--- src/rtl/fp7_alu_add_ctrl_if.sv ---
// Handshake and status bundle between the fp7 add/sub issue controller and its
// requesters, datapath stage enables and result FIFO.
interface fp7_alu_add_ctrl_if #(
  parameter int PIPE_DEPTH = 4,
  parameter int CNT_W      = 3
);
  logic                  req0_valid;
  logic                  req0_ready;
  logic                  req1_valid;
  logic                  req1_ready;
  logic                  issue_valid;
  logic                  issue_sel;
  logic [PIPE_DEPTH-1:0] stage_valid;
  logic                  res_valid;
  logic                  res_tag;
  logic                  res_pop;
  logic [CNT_W-1:0]      credits;
  logic                  err_ovf;

  modport master (
    output req0_valid, req1_valid, res_pop,
    input  req0_ready, req1_ready, issue_valid, issue_sel, stage_valid,
           res_valid, res_tag, credits, err_ovf
  );

  modport slave (
    input  req0_valid, req1_valid, res_pop,
    output req0_ready, req1_ready, issue_valid, issue_sel, stage_valid,
           res_valid, res_tag, credits, err_ovf
  );
endinterface

--- src/rtl/fp7_alu_add_ctrl.sv ---
// Issue controller for the fp7 add/sub pipeline: round-robin arbitration of two
// requesters, credit-gated issue into a non-stalling valid/tag shift register.
module fp7_alu_add_ctrl #(
  parameter int PIPE_DEPTH = 4,
  parameter int FIFO_DEPTH = 4,
  parameter int CNT_W      = 3
) (
  input  logic                clk,
  input  logic                rst,
  fp7_alu_add_ctrl_if.slave   bus
);

  localparam logic [CNT_W-1:0] FULL = CNT_W'(FIFO_DEPTH);

  logic [CNT_W-1:0]      credits_q;
  logic                  last_grant;
  logic                  err_q;
  logic [PIPE_DEPTH-1:0] vld_p;
  logic [PIPE_DEPTH-1:0] tag_p;

  logic                  can_issue;
  logic                  grant;
  logic                  issue;
  logic                  ovf;
  logic                  pop_ok;

  // Credits are taken at issue and returned on pop; a pop at full credits with
  // no issue has nothing to return and is dropped.
  function automatic logic [CNT_W-1:0] credit_next(
    input logic [CNT_W-1:0] cur,
    input logic             take,
    input logic             give
  );
    credit_next = cur - {{(CNT_W-1){1'b0}}, take} + {{(CNT_W-1){1'b0}}, give};
  endfunction

  // Issue stage: arbitration and credit check
  always_comb begin
    can_issue = (credits_q != '0) & ~rst;
    grant     = (bus.req0_valid & bus.req1_valid) ? ~last_grant : bus.req1_valid;
    issue     = can_issue & (bus.req0_valid | bus.req1_valid);
    ovf       = bus.res_pop & (credits_q == FULL) & ~issue;
    pop_ok    = bus.res_pop & ~ovf;
  end

  assign bus.issue_valid = issue;
  assign bus.issue_sel   = issue & grant;
  assign bus.req0_ready  = issue & ~grant;
  assign bus.req1_ready  = issue & grant;

  always_ff @(posedge clk) begin
    if (rst) begin
      credits_q  <= FULL;
      last_grant <= 1'b1;
      err_q      <= 1'b0;
    end else begin
      credits_q <= credit_next(credits_q, issue, pop_ok);
      if (issue) last_grant <= grant;
      if (ovf)   err_q      <= 1'b1;
    end
  end

  // Stage 0..PIPE_DEPTH-1: valid/tag shift register, never stalls
  always_ff @(posedge clk) begin
    if (rst) begin
      vld_p <= '0;
      tag_p <= '0;
    end else begin
      vld_p <= {vld_p[PIPE_DEPTH-2:0], issue};
      tag_p <= {tag_p[PIPE_DEPTH-2:0], issue & grant};
    end
  end

  assign bus.stage_valid = vld_p;
  assign bus.res_valid   = vld_p[PIPE_DEPTH-1];
  assign bus.res_tag     = tag_p[PIPE_DEPTH-1];
  assign bus.credits     = credits_q;
  assign bus.err_ovf     = err_q;

endmodule

--- src/flat_wrapper.sv ---
// flat-port wrapper written by rule: the top's interface ports become plain ports
module fp7_alu_add_ctrl_flat 
#(
  parameter int PIPE_DEPTH = 4,
  parameter int FIFO_DEPTH = 4,
  parameter int CNT_W      = 3
)
  (clk, rst, bus_req0_valid, bus_req1_valid, bus_res_pop, bus_req0_ready, bus_req1_ready, bus_issue_valid, bus_issue_sel, bus_stage_valid, bus_res_valid, bus_res_tag, bus_credits, bus_err_ovf);
  fp7_alu_add_ctrl_if #(.PIPE_DEPTH(PIPE_DEPTH), .CNT_W(CNT_W)) bus_i ();
  input  logic clk;
  input  logic rst;
  input wire logic [$bits(bus_i.req0_valid)-1:0] bus_req0_valid;
  input wire logic [$bits(bus_i.req1_valid)-1:0] bus_req1_valid;
  input wire logic [$bits(bus_i.res_pop)-1:0] bus_res_pop;
  output wire logic [$bits(bus_i.req0_ready)-1:0] bus_req0_ready;
  output wire logic [$bits(bus_i.req1_ready)-1:0] bus_req1_ready;
  output wire logic [$bits(bus_i.issue_valid)-1:0] bus_issue_valid;
  output wire logic [$bits(bus_i.issue_sel)-1:0] bus_issue_sel;
  output wire logic [$bits(bus_i.stage_valid)-1:0] bus_stage_valid;
  output wire logic [$bits(bus_i.res_valid)-1:0] bus_res_valid;
  output wire logic [$bits(bus_i.res_tag)-1:0] bus_res_tag;
  output wire logic [$bits(bus_i.credits)-1:0] bus_credits;
  output wire logic [$bits(bus_i.err_ovf)-1:0] bus_err_ovf;
  assign bus_i.req0_valid = bus_req0_valid;
  assign bus_i.req1_valid = bus_req1_valid;
  assign bus_i.res_pop = bus_res_pop;
  assign bus_req0_ready = bus_i.req0_ready;
  assign bus_req1_ready = bus_i.req1_ready;
  assign bus_issue_valid = bus_i.issue_valid;
  assign bus_issue_sel = bus_i.issue_sel;
  assign bus_stage_valid = bus_i.stage_valid;
  assign bus_res_valid = bus_i.res_valid;
  assign bus_res_tag = bus_i.res_tag;
  assign bus_credits = bus_i.credits;
  assign bus_err_ovf = bus_i.err_ovf;
  fp7_alu_add_ctrl #(.PIPE_DEPTH(PIPE_DEPTH), .FIFO_DEPTH(FIFO_DEPTH), .CNT_W(CNT_W)) u_core (.clk(clk), .rst(rst), .bus(bus_i));
endmodule
--- config.mk ---
export PLATFORM = sky130hd
export DESIGN_NAME = fp7_alu_add_ctrl_flat
export DESIGN_NICKNAME = d
export VERILOG_FILES = /design/src/rtl/fp7_alu_add_ctrl_if.sv /design/src/rtl/fp7_alu_add_ctrl.sv /design/src/flat_wrapper.sv
export SDC_FILE = /design/constraint.sdc
export NUM_CORES = 1
export LEC_CHECK = 0
export ABC_AREA = 1
export BUFFER_PORTS_ARGS = -buffer_cell sky130_fd_sc_hd__buf_2
export CAP_MARGIN = 20
export CORE_UTILIZATION = 31
export CTS_CLUSTER_DIAMETER = 60
export CTS_CLUSTER_SIZE = 24
export DETAILED_ROUTE_END_ITERATION = 8
export PLACE_DENSITY = 0.64
export SYNTH_ARGS = -nofsm -noshare
export SYNTH_HDL_FRONTEND = slang
export SYNTH_SLANG_ARGS = --single-unit
--- constraint.sdc ---
create_clock -name clk -period 2.4 [get_ports clk]
set_clock_uncertainty 0.05 [all_clocks]
set_input_delay 0.6 -clock clk [delete_from_list [all_inputs] [get_ports clk]]
set_output_delay 0.6 -clock clk [all_outputs]
set_load 0.005 [all_outputs]
==> impl_metrics.py, run 1 <==
metrics = {
    "run_status": {
        "status": "completed",
    },
    "min_path": {
        "min_from": "u_core.tag_p[2]$_SDFF_PP0_",
        "holdPathEnd": "u_core.tag_p[3]$_SDFF_PP0_",
        "whs_path_depth": 2,
        "min_path_type": "register to register",
    },
    "synth": {
        "synth-simple-area-share_pct": 22.9,
        "syn_nets": 77,
        "synth_top_family_by_area": "simple AND/OR/NAND/NOR gates",
        "yosys.area.top_type": "dfxtp_1",
        "synth_fa_ha_area_share_pct": 8.02,
        "synth_top_area_share_pct": 46.3,
        "async_reset_ff_share_pct": 0,
        "yosys.cell_types.count": 18,
        "yosys.area_share.xor_xnor_pct": 0,
        "ys.flop_type": "dfxtp_1",
        "muxShareOfSynthArea_pct": 0,
        "yosys-top-cells-area": "dfxtp_1 (46%), inv_1 (11%), nor2_1 (6.7%), nand2_1 (4.7%), ha_1 (4.5%)",
        "ys_ff_latch": 13,
        "yosys_warnings": 0,
        "synth_compound_area_share_pct": 4.68,
        "synth_most_common_cell": "inv_1",
        "synthTopCellsByCount": "inv_1 (17), dfxtp_1 (13), nor2_1 (10)",
        "ys_seq_area_share_pct": 46.3,
        "avgSynthCellArea_um2": 8.14,
        "syn_inst": 69,
        "syn_area_um2": 562,
        "synth_edf_count": 0,
    },
    "clock_network": {
        "cts_resized": 0,
        "htreeDepth": 1,
        "cts_tree": "done",
        "clock_latency_ns": 0.27,
        "path_clk_slew_ns": 0.08,
        "cts_root_buf": "clkbuf_4",
        "clock-sinks": 13,
        "hold_buffers": 0,
        "numCtsBuffers": 3,
        "cts_setup_buffers": 0,
        "clockBufferDepth": 2,
    },
    "cells_and_area": {
        "multi_input_area_um2": 200,
        "design_area_um2": 691,
        "final-seq-area_um2": 260,
        "layout.nets": 98,
        "num_antenna_cells": 0,
        "layout-drive-gt1-share_pct": 36.0,
        "syn_to_final_growth_pct": 22.9,
        "nFillCells": 187,
    },
    "detailed_routing": {
        "antenna_left": 0,
        "drt_iter0_drc": 2,
        "drtPass1Iterations": 4,
        "route.detailed.drc": 0,
        "viasPerCell": 3.79,
        "wl_per_cell_um": 7.11,
        "routed_wl_um": 810,
        "via_count": 432,
    },
    "worst_setup_path": {
        "path_max_fanout": 4,
        "path_class": "input port to register",
        "r2r_setup_slack_ns": 0.47,
        "r2r_start": "u_core.bus.credits[1]$_SDFF_PP0_",
        "startpoint_type": "input port",
        "required_ns": 2.57,
        "worstPathArrival_ns": 2.15,
        "r2r_end": "u_core.bus.credits[2]$_SDFF_PP1_",
        "r2r_cells": 12,
        "endpoint_kind": "register",
    },
    "sta": {
        "rsz0062_at_grt": "false",
        "worstMarginPinSlew_ns": 0.182,
        "setup_viol": 0,
        "layout_min_cycle_time_ns": 1.98,
        "slew_viol_final": 0,
        "finalCritPeriodShare_pct": 82.7,
        "relSlewSlack_pct": 87.8,
        "fmax_mhz": 504,
        "tns_ns": 0,
        "hold_viol_final": 0,
    },
    "placement": {
        "place_congestion": 0.691,
        "dp_hpwl_um": 659,
        "place_area_um2": 664,
        "numPortBuffers": 18,
    },
    "global_route": {
        "grt_pass1_vias": 331,
        "overflow": 0,
        "track_usage_pct": 9.34,
        "antenna_found_initial": 0,
        "grt_first_pass_wirelength_um": 1240,
        "grt_max_degree": 11,
    },
    "pwr": {
        "p_int_uw": 430,
        "swShare_pct": 34.8,
        "p_leak_nw": 0.389,
        "p_seq_share_pct": 44.0,
        "power_frac_clock_pct": 19.8,
        "powerDensity_nw_per_um2": 955,
        "design_power_total_uw": 659,
        "power_frac_comb_pct": 36.2,
        "switchingPower_uw": 229,
        "ir_worst_vdd_mv": 0.358,
    },
    "floorplanning": {
        "die_area_um2": 1990,
        "placement_rows": 15,
        "core_area_um2": 1710,
        "dieHeight_um": 44.6,
        "die_w_um": 44.6,
        "num_io_pins": 19,
        "start_util_pct": 32.9,
    },
    "run": {
        "drv_cap": 0,
    },
}
## cells by family after synthesis
logic type	count (synthesis)
buffers and inverters	23
AO/OA/AOI/OAI	4
adder cells (fa/ha/maj)	3
AND/OR/NAND/NOR	26
flip-flops	13
## metal layers
| metal | global-route usage (%) | part of all wire, % | up-vias |
|---|---|---|---|
| met5 | 0 | 0 | - |
| li1 | - | - | 235 |
| met2 | 14.7 | 46 | 16 |
| met4 | 3.64 | 0 | 0 |
| met3 | 6.12 | 8.3 | 0 |
| met1 | 9.90 | 46 | 181 |
## power by group through the flow
stage               combinational [mW]  sequential, mW  clock, mW
floorplan                        0.166           0.299          0
global placement                 0.235           0.296          0
detailed placement               0.242           0.297          0
CTS                              0.243           0.292      0.136
global route                     0.281           0.296      0.147
finish                           0.238           0.290      0.130
## worst max-delay path by stage
| stage | start | to | slack, ns | cells after the start |
|---|---|---|---|---|
| floorplan | rst | u_core.bus.credits[1]$_SDFF_PP0_ | 0.31 | 10 |
| global placement | bus_req1_valid | u_core.bus.credits[1]$_SDFF_PP0_ | 0.15 | 11 |
| detailed placement | bus_req1_valid | u_core.bus.credits[2]$_SDFF_PP1_ | 0.12 | 13 |
| CTS | bus_req1_valid | u_core.bus.credits[2]$_SDFF_PP1_ | 0.40 | 13 |
| global route | u_core.bus.credits[1]$_SDFF_PP0_ | u_core.bus.credits[2]$_SDFF_PP1_ | 0.27 | 12 |
| finish | bus_req1_valid | u_core.bus.credits[2]$_SDFF_PP1_ | 0.42 | 13 |
## through the flow
step / util, % / hold WS [ns] / setup WS (ns) / cells
3_5_place_dp: 38.9 / 0.346 / 0.116 / 110
3_3_place_gp: 38.9 / 0.339 / 0.147 / 110
4_1_cts: 40.4 / 0.356 / 0.399 / 114
2_1_floorplan: - / 0.338 / 0.308 / 69
6_report: 40.4 / 0.354 / 0.416 / 114
5_1_grt: 40.4 / 0.374 / 0.269 / 114
## registers in the layout, summed over array words and instances (netlist names)
name / cells
u_core.bus.stage_valid: 4
u_core.bus.err_ovf: 1
u_core.last_grant: 1
u_core.bus.credits: 3
u_core.tag_p: 4
## cell type report
type | count | share of cell area, %
Tap cell | 25 | 4.53
Inverter | 20 | 10.9
Clock buffer | 4 | 3.80
Timing Repair Buffer | 19 | 14.1
Sequential cell | 13 | 37.7
Multi-Input combinational cell | 33 | 29.0
## placed cells by master, fill, tap and decap left out
cell	count
a21boi_1	1
a21oi_1	1
a21oi_2	1
buf_2	18
buf_4	1
clkbuf_1	1
clkbuf_4	3
dfxtp_1	13
fa_1	1
ha_1	2
inv_1	17
inv_2	3
nand2_1	7
nand2_2	2
nand3_1	3
nand3_2	2
nor2_1	10
nor2_2	1
nor2_4	1
o21ai_1	1
## worst max-delay path: stages
cell     delay (ns)
buf_2          0.12
nor2_2         0.14
nor2_4         0.05
nand2_2        0.09
inv_1          0.06
ha_1           0.26
inv_1          0.06
ha_1           0.13
inv_1          0.05
fa_1           0.37
inv_1          0.06
nand3_1        0.07
nand3_1        0.08
Power figures use the tool's default switching activity.
==> run 2, diff against run 1 <==
==> constraint.sdc (replaced) <==
create_clock -name clk -period 2.05 [get_ports clk]
set_clock_uncertainty 0.05 [all_clocks]
set_input_delay 0.5125 -clock clk [delete_from_list [all_inputs] [get_ports clk]]
set_output_delay 0.5125 -clock clk [all_outputs]
set_load 0.005 [all_outputs]
==> run 2 against run 1 <==
  * Sequential share of layout area down 2.3 points
  * Clock power is 15% higher
  * Sequential power grew 14%
  * First-iteration DRC count up 100%
  * Highest routed layer is now met4
  * Register-to-register slack worse by 0.27 ns
  * Worst setup slack worse by 0.22 ns
  * Critical endpoint unchanged
  * Combinational power rose by 34%
==> impl_metrics.py, run 2 (synthesis results as in run 1) <==
metrics = {
    "sta": {
        "fmax_mhz": 540,
        "finalCritPeriodShare_pct": 90.4,
        "setup_viol": 0,
        "slew_viol_final": 0,
        "relSlewSlack_pct": 88.5,
        "holdWs_ns": 0.354,
        "layout_min_cycle_time_ns": 1.85,
        "hold_viol_final": 0,
        "rsz0062_at_grt": "false",
        "worstMarginPinSlew_ns": 0.172,
        "tns_ns": 0,
    },
    "pwr": {
        "p_leak_nw": 0.418,
        "ir_worst_vdd_mv": 0.356,
        "power_frac_clock_pct": 18.7,
        "switchingPower_uw": 273,
        "p_int_uw": 530,
        "design_power_total_uw": 803,
        "p_seq_share_pct": 41.4,
        "power_frac_comb_pct": 39.9,
        "swShare_pct": 34.0,
        "powerDensity_nw_per_um2": 1090,
    },
    "global_route": {
        "antenna_found_initial": 0,
        "grt_pass1_vias": 336,
        "grt_first_pass_wirelength_um": 1280,
        "track_usage_pct": 9.35,
        "overflow": 0,
        "grt_max_degree": 10,
    },
    "clock_network": {
        "numCtsBuffers": 3,
        "clock-sinks": 13,
        "cts_resized": 0,
        "cts_root_buf": "clkbuf_4",
        "clock_latency_ns": 0.26,
        "cts_setup_buffers": 0,
        "cts_tree": "done",
        "clockBufferDepth": 2,
        "path_clk_slew_ns": 0.08,
        "htreeDepth": 1,
        "hold_buffers": 0,
    },
    "worst_setup_path": {
        "startpoint_type": "register",
        "path_class": "register to register",
        "r2r_setup_slack_ns": 0.20,
        "required_ns": 2.21,
        "endpoint_kind": "register",
        "path_max_fanout": 4,
        "r2r_start": "u_core.bus.credits[2]$_SDFF_PP1_",
        "r2r_end": "u_core.bus.credits[2]$_SDFF_PP1_",
        "r2r_cells": 12,
        "worstPathArrival_ns": 2.01,
    },
    "cells_and_area": {
        "final_cell_mix": "buf_2 (18), inv_1 (17), dfxtp_1 (13)",
        "num_antenna_cells": 0,
        "syn_to_final_growth_pct": 31.0,
        "mostFrequentLayoutCell": "buf_2",
        "layout.nets": 104,
        "layout-drive-gt1-share_pct": 40.0,
    },
    "floorplanning": {
        "placement_rows": 15,
        "dieHeight_um": 44.6,
        "core_area_um2": 1710,
        "num_io_pins": 19,
        "start_util_pct": 32.9,
        "die_area_um2": 1990,
        "die_w_um": 44.6,
    },
    "min_path": {
        "whs_path_depth": 2,
        "min_from": "u_core.tag_p[2]$_SDFF_PP0_",
        "holdPathEnd": "u_core.tag_p[3]$_SDFF_PP0_",
        "min_path_type": "register to register",
    },
    "run": {
        "drv_cap": 0,
    },
    "placement": {
        "place_congestion": 0.701,
        "dp_hpwl_um": 730,
        "numPortBuffers": 18,
    },
    "detailed_routing": {
        "antenna_left": 0,
        "routed_wl_um": 860,
        "via_count": 454,
        "route.detailed.drc": 0,
        "drtPass1Iterations": 4,
        "drt_iter0_drc": 4,
        "wl_per_cell_um": 7.17,
        "viasPerCell": 3.78,
    },
    "run_status": {
        "status": "completed",
    },
}
-- run 2: worst max-delay path by stage --
stage                                      from                                to  cells past startpoint
3_5_place_dp                     bus_req1_valid  u_core.bus.credits[2]$_SDFF_PP1_                     13
6_report       u_core.bus.credits[2]$_SDFF_PP1_  u_core.bus.credits[2]$_SDFF_PP1_                     12
2_1_floorplan                               rst  u_core.bus.credits[1]$_SDFF_PP0_                     10
5_1_grt        u_core.bus.credits[0]$_SDFF_PP0_  u_core.bus.credits[2]$_SDFF_PP1_                     12
3_3_place_gp                     bus_req1_valid  u_core.bus.credits[2]$_SDFF_PP1_                     13
4_1_cts        u_core.bus.credits[2]$_SDFF_PP1_  u_core.bus.credits[2]$_SDFF_PP1_                     12
-- run 2: stage by stage --
stage,instance area [µm²],cells,utilization [%],worst slack (ns)
6_report,736,120,43.1,0.197
5_1_grt,736,120,43.1,0.00540
4_1_cts,736,120,43.1,0.169
3_5_place_dp,709,116,41.5,-0.0685
3_3_place_gp,709,116,41.5,-0.0390
2_1_floorplan,562,69,-,0.0460
-- run 2: worst max-delay path, cell delays in order, from the launching register on --
cell     delay, ns
dfxtp_1       0.33
inv_1         0.07
nand3_1       0.12
nand2_2       0.10
inv_1         0.05
ha_1          0.26
inv_1         0.06
ha_1          0.13
inv_1         0.05
fa_1          0.37
inv_1         0.06
nand3_1       0.07
nand3_1       0.07
-- run 2: area by class of cell --
type	count	area, µm²
Clock buffer	4	26.3
Sequential cell	13	260
Tap cell	25	31.3
Fill cell	183	972
Timing Repair Buffer	25	143
Multi-Input combinational cell	33	200
Inverter	20	75.1
-- run 2: power groups by stage --
stage          clock (mW)  combinational, mW  sequential (mW)
6_report            0.150              0.320            0.332
2_1_floorplan           0              0.195            0.350
5_1_grt             0.168              0.383            0.337
3_3_place_gp            0              0.318            0.338
3_5_place_dp            0              0.329            0.339
4_1_cts             0.159              0.331            0.334
-- run 2: metal layers --
layer / vias up / routed length [µm] / GRT usage, %
met5: - / 0 / 0
met4: 0 / 6 / 3.64
met3: 2 / 57 / 4.90
met2: 12 / 404 / 14.4
met1: 188 / 391 / 10.9
li1: 252 / - / -
